**src/rtl/tlc_pkg.sv**
```systemverilog
// Shared types and constants for the two-road traffic light controller.
package tlc_pkg;

    typedef enum logic [1:0] {
        MG = 2'd0,
        MY = 2'd1,
        CG = 2'd2,
        CY = 2'd3
    } phase_t;

    localparam logic [2:0] RED = 3'b100;
    localparam logic [2:0] YEL = 3'b010;
    localparam logic [2:0] GRN = 3'b001;

    localparam logic [7:0] SEG_BLANK = 8'hFF;

    // Active-low segments {dp,g,f,e,d,c,b,a}, dp off; non-decimal values blank.
    function automatic logic [7:0] seg7(input logic [3:0] d);
        logic [7:0] s;
        case (d)
            4'd0:    s = 8'hC0;
            4'd1:    s = 8'hF9;
            4'd2:    s = 8'hA4;
            4'd3:    s = 8'hB0;
            4'd4:    s = 8'h99;
            4'd5:    s = 8'h92;
            4'd6:    s = 8'h82;
            4'd7:    s = 8'hF8;
            4'd8:    s = 8'h80;
            4'd9:    s = 8'h90;
            default: s = SEG_BLANK;
        endcase
        return s;
    endfunction

endpackage

```
**src/rtl/traffic_top_ctrl_seg_scan.sv**
```systemverilog
// Four-digit multiplexed 7-segment driver showing cnt as two identical BCD pairs.
module seg_scan
    import tlc_pkg::*;
#(
    parameter int SCAN_DIV = 50_000
) (
    input  logic       clk,
    input  logic       rst,
    input  logic [6:0] cnt,
    input  logic       blank,
    output logic [3:0] sm_wei,
    output logic [7:0] sm_duan
);

    localparam int SW = (SCAN_DIV > 1) ? $clog2(SCAN_DIV) : 1;

    logic [SW-1:0] scan_q;
    logic [1:0]    idx_q;
    logic [3:0]    tens;
    logic [3:0]    units;
    logic [3:0]    digit;

    always_comb begin
        tens  = 4'(cnt / 7'd10);
        units = 4'(cnt % 7'd10);
        // Odd positions (3 and 1) carry the tens of each pair.
        digit = idx_q[0] ? tens : units;
    end

    always_ff @(posedge clk or posedge rst) begin
        if (rst) begin
            scan_q  <= '0;
            idx_q   <= 2'd0;
            sm_wei  <= 4'b1110;
            sm_duan <= SEG_BLANK;
        end else begin
            if (scan_q == SW'(SCAN_DIV - 1)) begin
                scan_q <= '0;
                idx_q  <= idx_q + 2'd1;
            end else begin
                scan_q <= scan_q + SW'(1);
            end
            sm_wei  <= ~(4'b0001 << idx_q);
            sm_duan <= blank ? SEG_BLANK : seg7(digit);
        end
    end

endmodule

```
**src/rtl/traffic_top_ctrl.sv**
```systemverilog
// Two-road intersection controller: phase sequencing, pedestrian shortening,
// peak timing, standby blink, all-red override and countdown display.
module traffic_top_ctrl
    import tlc_pkg::*;
#(
    parameter int TICK_DIV  = 50_000_000,
    parameter int SCAN_DIV  = 50_000,
    parameter int T_MG      = 30,
    parameter int T_MG_PEAK = 45,
    parameter int T_CG      = 20,
    parameter int T_CG_PEAK = 30,
    parameter int T_Y       = 3,
    parameter int T_PED     = 5
) (
    input  logic       clk,
    input  logic       rst,
    input  logic       Cm,
    input  logic       Cc,
    input  logic       PQm,
    input  logic       PQc,
    input  logic       peak,
    input  logic       set,
    input  logic       online,
    output logic       online_led,
    output logic       set_led,
    output logic [2:0] m_led,
    output logic [2:0] c_led,
    output logic [3:0] sm_wei,
    output logic [7:0] sm_duan
);

    localparam int TW = (TICK_DIV > 1) ? $clog2(TICK_DIV) : 1;

    localparam logic [6:0] LD_MG      = 7'(T_MG);
    localparam logic [6:0] LD_MG_PEAK = 7'(T_MG_PEAK);
    localparam logic [6:0] LD_CG      = 7'(T_CG);
    localparam logic [6:0] LD_CG_PEAK = 7'(T_CG_PEAK);
    localparam logic [6:0] LD_Y       = 7'(T_Y);
    localparam logic [6:0] LD_PED     = 7'(T_PED);

    logic [TW-1:0] div_q;
    logic          tick;
    phase_t        state_q, state_d;
    logic [6:0]    cnt_q, cnt_d;
    logic          blink_q, blink_d;
    logic          ped_short;
    logic [6:0]    main_green;
    logic [6:0]    country_green;

    assign online_led = online;
    assign set_led    = set;
    assign tick       = (div_q == TW'(TICK_DIV - 1));

    // NOTE: state registers use non-blocking assignments so every flop samples
    // the pre-edge value of every other flop, regardless of statement order.
    always_ff @(posedge clk or posedge rst) begin
        if (rst) begin
            div_q   <= '0;
            state_q <= MG;
            cnt_q   <= LD_MG;
            blink_q <= 1'b0;
        end else begin
            div_q   <= tick ? '0 : div_q + TW'(1);
            state_q <= state_d;
            cnt_q   <= cnt_d;
            blink_q <= blink_d;
        end
    end

    always_comb begin
        main_green    = peak ? LD_MG_PEAK : LD_MG;
        country_green = peak ? LD_CG_PEAK : LD_CG;
        ped_short     = ((PQm && state_q == MG) || (PQc && state_q == CG))
                        && (cnt_q > LD_PED);
    end

    // NOTE: every output of this block is given a default first, so no path
    // leaves a signal unassigned and no latch is inferred.
    always_comb begin
        state_d = state_q;
        cnt_d   = cnt_q;
        blink_d = 1'b0;
        m_led   = GRN;
        c_led   = RED;

        if (!set) begin
            state_d = MG;
            cnt_d   = LD_MG;
            blink_d = blink_q ^ tick;
            m_led   = {1'b0, blink_q, 1'b0};
            c_led   = {1'b0, blink_q, 1'b0};
        end else if (online) begin
            m_led = RED;
            c_led = RED;
        end else begin
            case (state_q)
                MG:      begin m_led = GRN; c_led = RED; end
                MY:      begin m_led = YEL; c_led = RED; end
                CG:      begin m_led = RED; c_led = GRN; end
                default: begin m_led = RED; c_led = YEL; end
            endcase

            // A pedestrian load takes precedence over a coincident tick.
            if (ped_short) begin
                cnt_d = LD_PED;
            end else if (tick) begin
                if (cnt_q > 7'd1) begin
                    cnt_d = cnt_q - 7'd1;
                end else begin
                    case (state_q)
                        MG: begin
                            if (Cm && !Cc) begin
                                cnt_d = main_green;
                            end else begin
                                state_d = MY;
                                cnt_d   = LD_Y;
                            end
                        end
                        MY: begin
                            state_d = CG;
                            cnt_d   = country_green;
                        end
                        CG: begin
                            if (Cc && !Cm) begin
                                cnt_d = country_green;
                            end else begin
                                state_d = CY;
                                cnt_d   = LD_Y;
                            end
                        end
                        default: begin
                            state_d = MG;
                            cnt_d   = main_green;
                        end
                    endcase
                end
            end
        end
    end

    seg_scan #(
        .SCAN_DIV(SCAN_DIV)
    ) u_seg_scan (
        .clk    (clk),
        .rst    (rst),
        .cnt    (cnt_q),
        .blank  (!set || online),
        .sm_wei (sm_wei),
        .sm_duan(sm_duan)
    );

endmodule

```
**config.mk**
```make
export PLATFORM = sky130hd
export DESIGN_NAME = traffic_top_ctrl
export DESIGN_NICKNAME = d
export VERILOG_FILES = /design/src/rtl/tlc_pkg.sv /design/src/rtl/traffic_top_ctrl_seg_scan.sv /design/src/rtl/traffic_top_ctrl.sv
export SDC_FILE = /design/constraint.sdc
export NUM_CORES = 1
export LEC_CHECK = 0
export BUFFER_PORTS_ARGS = -buffer_cell sky130_fd_sc_hd__buf_4
export CORE_ASPECT_RATIO = 0.7
export CORE_MARGIN = 8
export CORE_UTILIZATION = 30
export DETAILED_ROUTE_END_ITERATION = 8
export PLACE_DENSITY = 0.53
export SYNTH_ARGS = -nofsm -noshare
export SYNTH_HDL_FRONTEND = slang
export SYNTH_SLANG_ARGS = --single-unit
```
**constraint.sdc**
```tcl
create_clock -name clk -period 3.2 [get_ports clk]
set_clock_uncertainty 0.2 [all_clocks]
set_input_delay 0.32 -clock clk [delete_from_list [all_inputs] [get_ports clk]]
set_output_delay 0.32 -clock clk [all_outputs]
set_load 0.005 [all_outputs]
```
==> impl_metrics.json <==
{
  "period_share_pct": 95.1,
  "worstSetupEndpointType": "flop",
  "p_leak_uw": 0.00219,
  "rows": 35,
  "root_buffer": "clkbuf_16",
  "worstSetupPathType": "flop to flop",
  "drcViolationCount": 0,
  "worstPathArrival_ns": 3.10,
  "cp.required_ns": 3.26,
  "tightestPinTransition_ns": 0.835,
  "grt_pass1_vias": 2999,
  "synth-edff-count": 0,
  "antenna_found_initial": 0,
  "hold_violations": 26,
  "powerDensity_mw_per_mm2": 432,
  "drv_cap": 0,
  "ys_types": 68,
  "drtIter0Drc": 193,
  "swShare_pct": 24.8,
  "postSynthAreaPerCell_um2": 9.52,
  "synth_seq_cells": 65,
  "fin_nets": 500,
  "gp_congestion": 0.818,
  "async_flop_share_pct": 100,
  "synth.net_count": 447,
  "syn_inst": 417,
  "vias": 3113,
  "yosys_warnings": 0,
  "die_x_um": 153,
  "wl_per_cell_um": 14.4,
  "holdWs_ns": -0.0360,
  "critPathLaunchType": "flop",
  "diodes": 0,
  "hold_class": "input port to asynchronous set/reset pin",
  "yosysTopAreaCell": "dfrtp_1",
  "io-pin-count": 29,
  "dpl_cell_area_mm2": 0.00449,
  "clockPowerShare_pct": 47.2,
  "dieArea_mm2": 0.0172,
  "clockBufferDepth": 2,
  "numPortBuffers": 27,
  "intPower_uw": 1600,
  "synth_top_area_share_pct": 32.2,
  "grt_overflow": 0,
  "drtAntennaViolNets": 0,
  "cts.clk_slew.worst_paths_ns": 0.06,
  "comb_power_share_pct": 12.5,
  "dp_hpwl_um": 6720,
  "clock-sinks": 65,
  "r2r-start": "cnt_q[4]",
  "routed_wl_um": 9240,
  "synth_area_leaders": "dfrtp_1 32%, dfstp_2 9.3%, ha_1 6.6%",
  "grt_max_degree": 40,
  "wl_met3_um": 469,
  "viasPerCell": 4.86,
  "cts_made_buffers": 9,
  "cp_max_fo": 7,
  "peakVddDrop_mv": 0.228,
  "slew_violations": 0,
  "wl_met2_um": 3860,
  "wl_met1_um": 4800,
  "violations": "hold timing",
  "grt_pass1_wl_um": 15400,
  "setup_viol": 0,
  "seqPwrFrac_pct": 40.3,
  "core_mm2": 0.0131,
  "critPathLaunch": "cnt_q[4]",
  "post-route-min-period_ns": 3.04,
  "syn_to_final_growth_pct": 24.0,
  "seq_area_frac_synth_pct": 41.4,
  "dr.pass1.iters": 4,
  "worstSkewPairLatency_ns": 0.33,
  "slew_headroom_pct": 44.2,
  "synth_ff_type": "dfrtp_1",
  "initial_core_util_pct": 30.4,
  "synth_common_cells": "51 x dfrtp_1, 43 x nor2_1, 33 x nand2_1",
  "synth.most_common_cell": "dfrtp_1",
  "fillers": 1315,
  "fmax_mhz": 329,
  "grtUsageTotal_pct": 11.0,
  "status": "complete, but fails checks",
  "htreeDepth": 3,
  "fin_util_pct": 37.7,
  "die_height_um": 112,
  "top_layer": "met4",
  "post_synth_instance_area_mm2": 0.00397,
  "cts_tree": "built",
  "fin_area_mm2": 0.00492,
  "final_layout_size_suffix_gt1_share_pct": 24.6,
  "p_switching_uw": 527
}
## power by group through the flow
stage | Clock (uW) | Sequential (uW) | Combinational (uW)
5_1_grt | 1060 | 857 | 294
3_3_place_gp | 0 | 870 | 236
2_1_floorplan | 0 | 866 | 156
3_5_place_dp | 0 | 870 | 238
4_1_cts | 1030 | 855 | 244
6_report | 1000 | 856 | 265
## layout by cell type, fill, tap and decap left out, types with 8 or more instances in the layout
cell / n
dfrtp_1: 51
dfstp_2: 14
o21ai_0: 16
inv_1: 18
nor2_1: 42
and3_1: 8
nand2_1: 33
xor2_1: 21
clkbuf_16: 9
nand3_1: 26
ha_1: 17
nor2b_1: 10
xnor2_1: 23
buf_4: 58
a21oi_1: 11
## flip-flops by register name, indices dropped and copies added, names as in the netlist
| name | flops |
|---|---|
| div_q | 26 |
| u_seg_scan.scan_q | 16 |
| cnt_q | 7 |
| u_seg_scan.sm_duan | 7 |
| u_seg_scan.sm_wei | 4 |
| state_q | 2 |
| u_seg_scan.idx_q | 2 |
| blink_q | 1 |
## final timing paths
kind                                    endpoint  slack [ns]  depth (start not counted)
max                        u_seg_scan.sm_duan[4]        0.16                         14
min                                    div_q[15]       -0.04                          2
max reg2reg                u_seg_scan.sm_duan[4]        0.16                         14
min reg2reg                 u_seg_scan.scan_q[0]        0.28                          1
max in group asynchronous   u_seg_scan.sm_wei[2]        2.09                          3
min in group clk                        cnt_q[4]        0.09                          2
## cell type report
type / count / area [um2] / area share [%]
clock buffers: 10 / 239 / 4.86
well taps: 166 / 208 / 4.22
flip-flops and latches: 65 / 1640 / 33.4
clock inverters: 6 / 66.3 / 1.35
multi-input cells: 314 / 2240 / 45.6
repair buffers: 58 / 435 / 8.85
inverters: 22 / 85.1 / 1.73
## worst max-delay path, cell delays in order, from the launching register on
cell      delay [ns]
dfstp_2         0.64
nor2b_4         0.07
a21oi_2         0.12
o31ai_2         0.08
a311oi_2        0.27
ha_2            0.23
inv_2           0.04
o311a_4         0.11
a211oi_4        0.24
xnor2_2         0.16
o21a_4          0.19
inv_4           0.06
ha_4            0.15
mux2_4          0.26
a21oi_2         0.15
## stage by stage
stage	setup TNS [ns]	hold slack [ns]	std cells	setup slack [ns]	total power (uW)
floorplan	0	0.248	417	0.0363	1020
detailed placement	-0.0240	0.272	619	-0.0153	1110
global placement	0	0.270	619	0.129	1110
CTS	0	0.00187	637	0.00278	2130
global route	-0.00330	0.0330	641	-0.00309	2220
finish	0	-0.0360	641	0.156	2120
## what timing repair did
action | CTS | global route
hold buffers | 0 | 0
pin swaps | 1 | 8
endpoints found under the setup margin | 2 | 6
setup buffers | 2 | 4
resized for setup | 1 | 17
## cells by family after synthesis
kind of cell	synth area share (%)
other	0.0945
muxes	1.92
adders and majority gates	6.87
AOI/OAI and AO/OA	13.8
and+or+nand+nor	21.7
xor gates and xnor gates	9.93
DFF	41.4
buffers and inverters	4.22
## layer usage
| layer | vias to the layer above | GRT usage (%) |
|---|---|---|
| li1 | 1547 | - |
| met1 | 1486 | 15.7 |
| met2 | 68 | 15.2 |
| met3 | 12 | 3.72 |
| met4 | 0 | 2.93 |
| met5 | - | 0 |
Note: power is estimated with default switching activity, not from simulation.
